<file path="src/rtl/ahb_lite_master_if_if.sv">
// Request/response and AHB-Lite bus signals for ahb_lite_master_if.
// The master modport is the design's view; slave is the core + bus side.
interface ahb_lite_master_if_if #(
    parameter int ADDR_W = 32,
    parameter int DATA_W = 32
);
    // Core load/store request and response
    logic              req_valid;
    logic              req_ready;
    logic              req_write;
    logic [2:0]        req_func3;
    logic [ADDR_W-1:0] req_addr;
    logic [DATA_W-1:0] req_wdata;
    logic              resp_valid;
    logic              resp_err;
    logic [DATA_W-1:0] resp_rdata;

    // AHB-Lite bus
    logic [1:0]        htrans;
    logic [ADDR_W-1:0] haddr;
    logic              hwrite;
    logic [2:0]        hsize;
    logic [3:0]        hprot;
    logic [DATA_W-1:0] hwdata;
    logic [DATA_W-1:0] hrdata;
    logic              hready;
    logic              hresp;

    modport master (
        input  req_valid, req_write, req_func3, req_addr, req_wdata,
        input  hrdata, hready, hresp,
        output req_ready, resp_valid, resp_err, resp_rdata,
        output htrans, haddr, hwrite, hsize, hprot, hwdata
    );

    modport slave (
        output req_valid, req_write, req_func3, req_addr, req_wdata,
        output hrdata, hready, hresp,
        input  req_ready, resp_valid, resp_err, resp_rdata,
        input  htrans, haddr, hwrite, hsize, hprot, hwdata
    );
endinterface

</file>
<file path="src/rtl/ahb_lite_master_if.sv">
// Single-outstanding AHB-Lite master for the core load/store unit.
// One request at a time: region/alignment decode on acceptance, then an
// address phase, a data phase with wait states, two-cycle error handling,
// a wait-state timeout, and a one-cycle response pulse.
module ahb_lite_master_if #(
    parameter int               ADDR_W  = 32,
    parameter int               DATA_W  = 32,
    parameter int               TAG_W   = 8,
    parameter logic [TAG_W-1:0] ROM_TAG = 8'hA0,
    parameter logic [TAG_W-1:0] RAM_TAG = 8'hB0,
    parameter int               TIMEOUT = 64
) (
    input logic                 hclk,
    input logic                 hreset,
    ahb_lite_master_if_if.master bus
);
    localparam int LANES = DATA_W / 8;
    localparam int OFF_W = $clog2(LANES);
    localparam int CNT_W = (TIMEOUT > 0) ? $clog2(TIMEOUT + 1) : 1;

    localparam logic [1:0] HTRANS_IDLE   = 2'b00;
    localparam logic [1:0] HTRANS_NONSEQ = 2'b10;

    typedef enum logic [2:0] {
        S_IDLE,
        S_ADDR,
        S_DATA,
        S_ERR_WAIT,
        S_RESP,
        S_RESP_ERR
    } state_t;

    state_t            r_state;
    logic [1:0]        r_htrans;
    logic [ADDR_W-1:0] r_haddr;
    logic              r_hwrite;
    logic [2:0]        r_hsize;
    logic [3:0]        r_hprot;
    logic [DATA_W-1:0] r_hwdata;
    logic              r_req_ready;
    logic              r_resp_valid;
    logic              r_resp_err;
    logic [DATA_W-1:0] r_resp_rdata;
    logic [CNT_W-1:0]  r_cnt;
    logic [2:0]        r_func3;
    logic [DATA_W-1:0] r_wdata;

    logic [TAG_W-1:0]  w_tag;
    logic              w_is_rom;
    logic              w_is_ram;
    logic              w_f3_ok;
    logic              w_dec_err;
    logic              w_misalign;
    logic [DATA_W-1:0] w_wdata_rep;
    logic [DATA_W-1:0] w_lane;
    logic [DATA_W-1:0] w_rdata_ext;
    logic              w_timeout;

    assign w_tag = bus.req_addr[ADDR_W-1 -: TAG_W];

    // Region, width-code and alignment checks on the incoming request
    always_comb begin
        w_is_rom   = (w_tag == ROM_TAG);
        w_is_ram   = (w_tag == RAM_TAG);
        w_f3_ok    = (bus.req_func3 == 3'b000) || (bus.req_func3 == 3'b001) ||
                     (bus.req_func3 == 3'b010) || (bus.req_func3 == 3'b100) ||
                     (bus.req_func3 == 3'b101);
        w_dec_err  = !(w_is_rom || w_is_ram) || (w_is_rom && bus.req_write) || !w_f3_ok;
        w_misalign = ((bus.req_func3[1:0] == 2'b01) && bus.req_addr[0]) ||
                     ((bus.req_func3[1:0] == 2'b10) && (bus.req_addr[1:0] != 2'b00));
    end

    // Replicate store data across every byte lane so the slave can pick any lane
    always_comb begin
        w_wdata_rep = '0;
        for (int i = 0; i < LANES; i++) begin
            case (r_func3[1:0])
                2'b00:   w_wdata_rep[i*8 +: 8] = r_wdata[7:0];
                2'b01:   w_wdata_rep[i*8 +: 8] = r_wdata[(i%2)*8 +: 8];
                default: w_wdata_rep[i*8 +: 8] = r_wdata[(i%4)*8 +: 8];
            endcase
        end
    end

    // Pick the addressed little-endian lane and extend it to the full width
    always_comb begin
        w_lane = bus.hrdata >> {r_haddr[OFF_W-1:0], 3'b000};
        case (r_func3)
            3'b000:  w_rdata_ext = DATA_W'($signed(w_lane[7:0]));
            3'b001:  w_rdata_ext = DATA_W'($signed(w_lane[15:0]));
            3'b100:  w_rdata_ext = DATA_W'(w_lane[7:0]);
            3'b101:  w_rdata_ext = DATA_W'(w_lane[15:0]);
            default: w_rdata_ext = DATA_W'(w_lane[31:0]);
        endcase
    end

    // Count of wait cycles reaches TIMEOUT on this one; TIMEOUT=0 never fires
    assign w_timeout = (TIMEOUT != 0) && (int'(r_cnt) == TIMEOUT - 1);

    // Transfer sequencer; every bus and response output is a register here
    always_ff @(posedge hclk) begin
        if (hreset) begin
            r_state      <= S_IDLE;
            r_htrans     <= HTRANS_IDLE;
            r_haddr      <= '0;
            r_hwrite     <= 1'b0;
            r_hsize      <= 3'b010;
            r_hprot      <= 4'b0000;
            r_hwdata     <= '0;
            r_req_ready  <= 1'b1;
            r_resp_valid <= 1'b0;
            r_resp_err   <= 1'b0;
            r_resp_rdata <= '0;
            r_cnt        <= '0;
            r_func3      <= '0;
            r_wdata      <= '0;
        end else begin
            r_resp_valid <= 1'b0;
            r_resp_err   <= 1'b0;
            r_resp_rdata <= '0;
            case (r_state)
                S_IDLE: begin
                    if (bus.req_valid) begin
                        r_req_ready <= 1'b0;
                        r_func3     <= bus.req_func3;
                        r_wdata     <= bus.req_wdata;
                        r_cnt       <= '0;
                        if (w_dec_err || w_misalign) begin
                            // Rejected locally: the bus never sees it
                            r_state      <= S_RESP_ERR;
                            r_resp_valid <= 1'b1;
                            r_resp_err   <= 1'b1;
                        end else begin
                            r_state  <= S_ADDR;
                            r_htrans <= HTRANS_NONSEQ;
                            r_haddr  <= bus.req_addr;
                            r_hwrite <= bus.req_write;
                            r_hsize  <= {1'b0, bus.req_func3[1:0]};
                            r_hprot  <= {3'b000, w_is_ram};
                        end
                    end
                end
                S_ADDR: begin
                    if (bus.hready) begin
                        r_state  <= S_DATA;
                        r_htrans <= HTRANS_IDLE;
                        r_hwdata <= r_hwrite ? w_wdata_rep : '0;
                        r_cnt    <= '0;
                    end
                end
                S_DATA: begin
                    if (bus.hready) begin
                        // hresp with hready here is a protocol violation; still an error
                        r_cnt        <= '0;
                        r_resp_valid <= 1'b1;
                        if (bus.hresp) begin
                            r_state    <= S_RESP_ERR;
                            r_resp_err <= 1'b1;
                        end else begin
                            r_state      <= S_RESP;
                            r_resp_rdata <= r_hwrite ? '0 : w_rdata_ext;
                        end
                    end else if (bus.hresp) begin
                        r_state <= S_ERR_WAIT;
                        r_cnt   <= '0;
                    end else if (w_timeout) begin
                        r_state      <= S_RESP_ERR;
                        r_resp_valid <= 1'b1;
                        r_resp_err   <= 1'b1;
                        r_cnt        <= '0;
                    end else begin
                        r_cnt <= r_cnt + CNT_W'(1);
                    end
                end
                S_ERR_WAIT: begin
                    r_htrans <= HTRANS_IDLE;
                    if (bus.hready) begin
                        r_state      <= S_RESP_ERR;
                        r_resp_valid <= 1'b1;
                        r_resp_err   <= 1'b1;
                        r_cnt        <= '0;
                    end
                end
                S_RESP, S_RESP_ERR: begin
                    r_state     <= S_IDLE;
                    r_req_ready <= 1'b1;
                    r_cnt       <= '0;
                end
                default: begin
                    r_state     <= S_IDLE;
                    r_htrans    <= HTRANS_IDLE;
                    r_req_ready <= 1'b1;
                    r_cnt       <= '0;
                end
            endcase
        end
    end

    assign bus.htrans     = r_htrans;
    assign bus.haddr      = r_haddr;
    assign bus.hwrite     = r_hwrite;
    assign bus.hsize      = r_hsize;
    assign bus.hprot      = r_hprot;
    assign bus.hwdata     = r_hwdata;
    assign bus.req_ready  = r_req_ready;
    assign bus.resp_valid = r_resp_valid;
    assign bus.resp_err   = r_resp_err;
    assign bus.resp_rdata = r_resp_rdata;
endmodule

</file>
<file path="src/flat_wrapper.sv">
// flat-port wrapper written by rule: the top's interface ports become plain ports
module ahb_lite_master_if_flat 
#(
    parameter int               ADDR_W  = 32,
    parameter int               DATA_W  = 32,
    parameter int               TAG_W   = 8,
    parameter logic [TAG_W-1:0] ROM_TAG = 8'hA0,
    parameter logic [TAG_W-1:0] RAM_TAG = 8'hB0,
    parameter int               TIMEOUT = 64
)
  (hclk, hreset, bus_req_valid, bus_req_write, bus_req_func3, bus_req_addr, bus_req_wdata, bus_hrdata, bus_hready, bus_hresp, bus_req_ready, bus_resp_valid, bus_resp_err, bus_resp_rdata, bus_htrans, bus_haddr, bus_hwrite, bus_hsize, bus_hprot, bus_hwdata);
  ahb_lite_master_if_if #(.ADDR_W(ADDR_W), .DATA_W(DATA_W)) bus_i ();
  input logic hclk;
  input logic hreset;
  input wire logic [$bits(bus_i.req_valid)-1:0] bus_req_valid;
  input wire logic [$bits(bus_i.req_write)-1:0] bus_req_write;
  input wire logic [$bits(bus_i.req_func3)-1:0] bus_req_func3;
  input wire logic [$bits(bus_i.req_addr)-1:0] bus_req_addr;
  input wire logic [$bits(bus_i.req_wdata)-1:0] bus_req_wdata;
  input wire logic [$bits(bus_i.hrdata)-1:0] bus_hrdata;
  input wire logic [$bits(bus_i.hready)-1:0] bus_hready;
  input wire logic [$bits(bus_i.hresp)-1:0] bus_hresp;
  output wire logic [$bits(bus_i.req_ready)-1:0] bus_req_ready;
  output wire logic [$bits(bus_i.resp_valid)-1:0] bus_resp_valid;
  output wire logic [$bits(bus_i.resp_err)-1:0] bus_resp_err;
  output wire logic [$bits(bus_i.resp_rdata)-1:0] bus_resp_rdata;
  output wire logic [$bits(bus_i.htrans)-1:0] bus_htrans;
  output wire logic [$bits(bus_i.haddr)-1:0] bus_haddr;
  output wire logic [$bits(bus_i.hwrite)-1:0] bus_hwrite;
  output wire logic [$bits(bus_i.hsize)-1:0] bus_hsize;
  output wire logic [$bits(bus_i.hprot)-1:0] bus_hprot;
  output wire logic [$bits(bus_i.hwdata)-1:0] bus_hwdata;
  assign bus_i.req_valid = bus_req_valid;
  assign bus_i.req_write = bus_req_write;
  assign bus_i.req_func3 = bus_req_func3;
  assign bus_i.req_addr = bus_req_addr;
  assign bus_i.req_wdata = bus_req_wdata;
  assign bus_i.hrdata = bus_hrdata;
  assign bus_i.hready = bus_hready;
  assign bus_i.hresp = bus_hresp;
  assign bus_req_ready = bus_i.req_ready;
  assign bus_resp_valid = bus_i.resp_valid;
  assign bus_resp_err = bus_i.resp_err;
  assign bus_resp_rdata = bus_i.resp_rdata;
  assign bus_htrans = bus_i.htrans;
  assign bus_haddr = bus_i.haddr;
  assign bus_hwrite = bus_i.hwrite;
  assign bus_hsize = bus_i.hsize;
  assign bus_hprot = bus_i.hprot;
  assign bus_hwdata = bus_i.hwdata;
  ahb_lite_master_if #(.ADDR_W(ADDR_W), .DATA_W(DATA_W), .TAG_W(TAG_W), .ROM_TAG(ROM_TAG), .RAM_TAG(RAM_TAG), .TIMEOUT(TIMEOUT)) u_core (.hclk(hclk), .hreset(hreset), .bus(bus_i));
endmodule
</file>
<file path="config.mk">
export PLATFORM = sky130hd
export DESIGN_NAME = ahb_lite_master_if_flat
export DESIGN_NICKNAME = d
export VERILOG_FILES = /design/src/rtl/ahb_lite_master_if_if.sv /design/src/rtl/ahb_lite_master_if.sv /design/src/flat_wrapper.sv
export SDC_FILE = /design/constraint.sdc
export NUM_CORES = 1
export LEC_CHECK = 0
export CAP_MARGIN = 15
export CORE_MARGIN = 2
export CORE_UTILIZATION = 41
export CTS_BUF_LIST = sky130_fd_sc_hd__clkbuf_8
export DETAILED_ROUTE_END_ITERATION = 10
export DONT_BUFFER_PORTS = 1
export SLEW_MARGIN = 20
export SYNTH_ARGS = -nofsm -noshare
export SYNTH_HDL_FRONTEND = slang
export SYNTH_SLANG_ARGS = --single-unit
</file>
<file path="constraint.sdc">
create_clock -name hclk -period 1.6 [get_ports hclk]
set_clock_uncertainty 0.15 [all_clocks]
set_input_delay 0.16 -clock hclk [delete_from_list [all_inputs] [get_ports hclk]]
set_output_delay 0.16 -clock hclk [all_outputs]
set_load 0.02 [all_outputs]
</file>
==> flow_summary.ini <==
[grt]
grt_max_degree = 116
antenna_found_initial = 0
grt_overflow = 0
gr-usage-all-layers_pct = 22.0
grt_pass1_vias = 5453
grt_pass1_wl_mm = 28.3

[synthesis]
synth_edf_count = 0
avgSynthCellArea_um2 = 8.55
ys_warn_count = 0
synth_top_cells_by_area = dfxtp_1 (47%), a21oi_1 (8.7%), nand2_1 (7.0%)
synth_ff_type = dfxtp_1
ys_top_cells_by_count = dfxtp_1 (149), nand2_1 (117), a21oi_1 (109), o21ai_0 (49), clkbuf_1 (36)
synth.distinct_cells = 54
synth-seq-cells = 149
synthesis.area_um2 = 6280
yosys.cell_count.top_type = dfxtp_1
syn_inst = 735
synth_top_area_share_pct = 47.5
ys_async_sr_fraction_pct = 0
ys_seq_area_share_pct = 47.5
synth_top_area_cell = dfxtp_1

[final_layout]
layout.nets = 900
drive_above_1_share_pct = 32.8
final_area_um2 = 8550
register_area_um2 = 3010
n_antenna_cell = 0
fill_cells = 1283
multi_input_area_um2 = 3500
area_delta_synth_final_pct = 36.0

[routing]
avgRoutedWirePerCell_um = 19.7
vias = 5731
ant_nets = 0
drtIter0Drc = 460
vias_per_cell = 5.76
drcViolationCount = 0
dr.pass1.iters = 5
wl_mm = 19.6

[die]
fp.coreArea_um2 = 15100
rows = 45
num_io_pins = 214
dieArea_um2 = 16300
fp.dieW_um = 128
initial_core_util_pct = 41.6
die_y_um = 128

[sta]
fin_crit_ns = 1.76
fin_crit_sh_pct = 110
worst_slack_ns = -0.163
rsz0062_at_grt = true
fmax_mhz = 567
drv_slew = 0
worst_hold_slack_ns = -0.390
finalSetupViolCount = 117
tns_ns = -7.27
hold_violations = 115

[placement]
dpl_cell_area_um2 = 6820
port_buffers = 0
place_congestion = 0.880
pre_cts_slack_ns = -0.123
hpwlAfterDp_mm = 12.2

[flow_run]
max-cap-violations = 0

[power_and_ir_drop]
powerDensity_nw_per_um2 = 1160
ir_drop_v = 0.000538
p_leak_nw = 3.05

[critical_path]
cp_cell_sequence = nor4b_4, buf_4, buf_12, buf_6, buf_6, nand2_2, a21oi_2
worstSetupEndpointType = register
reg2reg_depth = 7
crit_path_end = u_core.r_func3[1]
crit_type = reg2reg
r2r_start = u_core.r_state[2]
r2r_end = u_core.r_func3[1]
crit_start = u_core.r_state[2]
r2r_slack_ns = -0.16
cp-start-kind = register
cp.required_ns = 1.82
crit_path_frequent_cell = buf_6
worst_path_largest_cell_delay_ns = 0.38
cpMaxStageDelayCell = dfxtp_4
cp_max_fo = 8
cp.arrival_ns = 1.99

[clocking]
clock-root-buffer = clkbuf_8
cts.sinks = 149
ctsHoldBuffers = 38
cts_buffers = 17
clk_latency_ns = 0.46
ctsLongestPathBuffers = 2
htree_num_levels = 4
cts_tree = done
clkTransAtPathRegs_ns = 0.09

[hold_path]
hold_start = hreset
hp-class = in2reg

[run_status]
violations = hold timing, setup timing
status = finished, violations left
[power breakdown]
| group | internal (mW) | switching (mW) | total (mW) |
|---|---|---|---|
| Sequential | 3.89 | 0.205 | 4.09 |
| Clock | 2.07 | 1.50 | 3.57 |
| Combinational | 1.08 | 1.21 | 2.29 |
| Total | 7.04 | 2.92 | 9.95 |
[cell type report]
type	instances	area share (%)
Multi-Input combinational cell	510	41.0
Clock buffer	18	2.90
Timing Repair Buffer	109	15.0
Sequential cell	149	35.2
Inverter	7	0.307
Clock inverter	14	2.88
Tap cell	188	2.75
[timing repair]
item	in CTS	in global routing
gates cloned	2	9
buffers inserted	6	3
pin swaps	6	77
endpoints found under the hold margin	149	115
resized for setup	24	124
endpoints found under the setup margin	105	124
[layer usage]
layer | vias up | GRT usage (%) | share of wire (%)
met5 | - | 0 | 0
met2 | 239 | 35.2 | 48
met3 | 45 | 6.64 | 7.3
li1 | 2691 | - | -
met1 | 2756 | 27.4 | 42
met4 | 0 | 9.83 | 2.7
[kinds of logic after synthesis]
family	count (synthesis)	synth area share [%]
compound gates	210	19.6
xor+xnor	4	0.558
simple gates	247	18.8
other cells	1	0.0597
fa+ha+maj	1	0.199
flops	149	47.5
mux	43	7.37
buf+inv	80	5.97
[state kept, by name, indices dropped and copies added, names as in the netlist]
name and cells:
u_core.bus.haddr 32, u_core.bus.hwdata 32, u_core.bus.resp_rdata 32, u_core.r_wdata 32
u_core.r_cnt 7, u_core.r_func3 3, u_core.r_state 3, u_core.bus.hsize 2
u_core.bus.hprot 1, u_core.bus.htrans 1, u_core.bus.hwrite 1, u_core.bus.req_ready 1
u_core.bus.resp_err 1, u_core.bus.resp_valid 1
[worst max-delay path: cells and delay by family (launching register included)]
kind | cells | cell delay, ns
simple gates | 2 | 0.44
buf+inv | 4 | 0.57
compound gates | 1 | 0.14
flops | 1 | 0.38
[layout by cell type (no fill, tap or decap), types with 3 or more instances in the layout]
cell type,count
dfxtp_1,140
nand2_1,95
a21oi_1,61
a21oi_2,46
dlygate4sd3_1,38
buf_4,38
nor2_1,31
o21ai_0,30
nand4_1,27
mux2_2,24
nand3_1,19
nand2_4,18
clkbuf_8,18
o21ai_1,16
a22oi_2,15
mux2i_1,14
buf_12,14
nor2b_1,10
a211oi_1,9
a211oi_2,8
buf_6,8
and2_1,7
inv_1,7
bufinv_16,6
clkbuf_16,6
nor3_1,5
conb_1,5
dfxtp_4,5
nand2_2,4
dfxtp_2,4
mux2i_2,3
or3_4,3
o21ai_2,3
nor3b_1,3
nor3b_2,3
xnor2_1,3
clkinvlp_4,3
inv_6,3
[stage by stage]
| step | util, % | total power, mW | cells |
|---|---|---|---|
| floorplan | - | 5.18 | 739 |
| global placement | 45.2 | 5.66 | 906 |
| detailed placement | 45.2 | 5.70 | 906 |
| CTS | 52.2 | 9.44 | 983 |
| global route | 56.6 | 10.3 | 995 |
| finish | 56.6 | 9.95 | 995 |
[how the worst min path moves through the flow]
stage / endpoint / depth (start not counted)
finish: u_core.bus.haddr[9] / 1
global route: u_core.bus.haddr[9] / 1
CTS: u_core.bus.haddr[9] / 1
detailed placement: u_core.bus.haddr[1] / 1
global placement: u_core.bus.haddr[11] / 1
floorplan: u_core.r_wdata[16] / 2
Power figures use the tool's default switching activity.
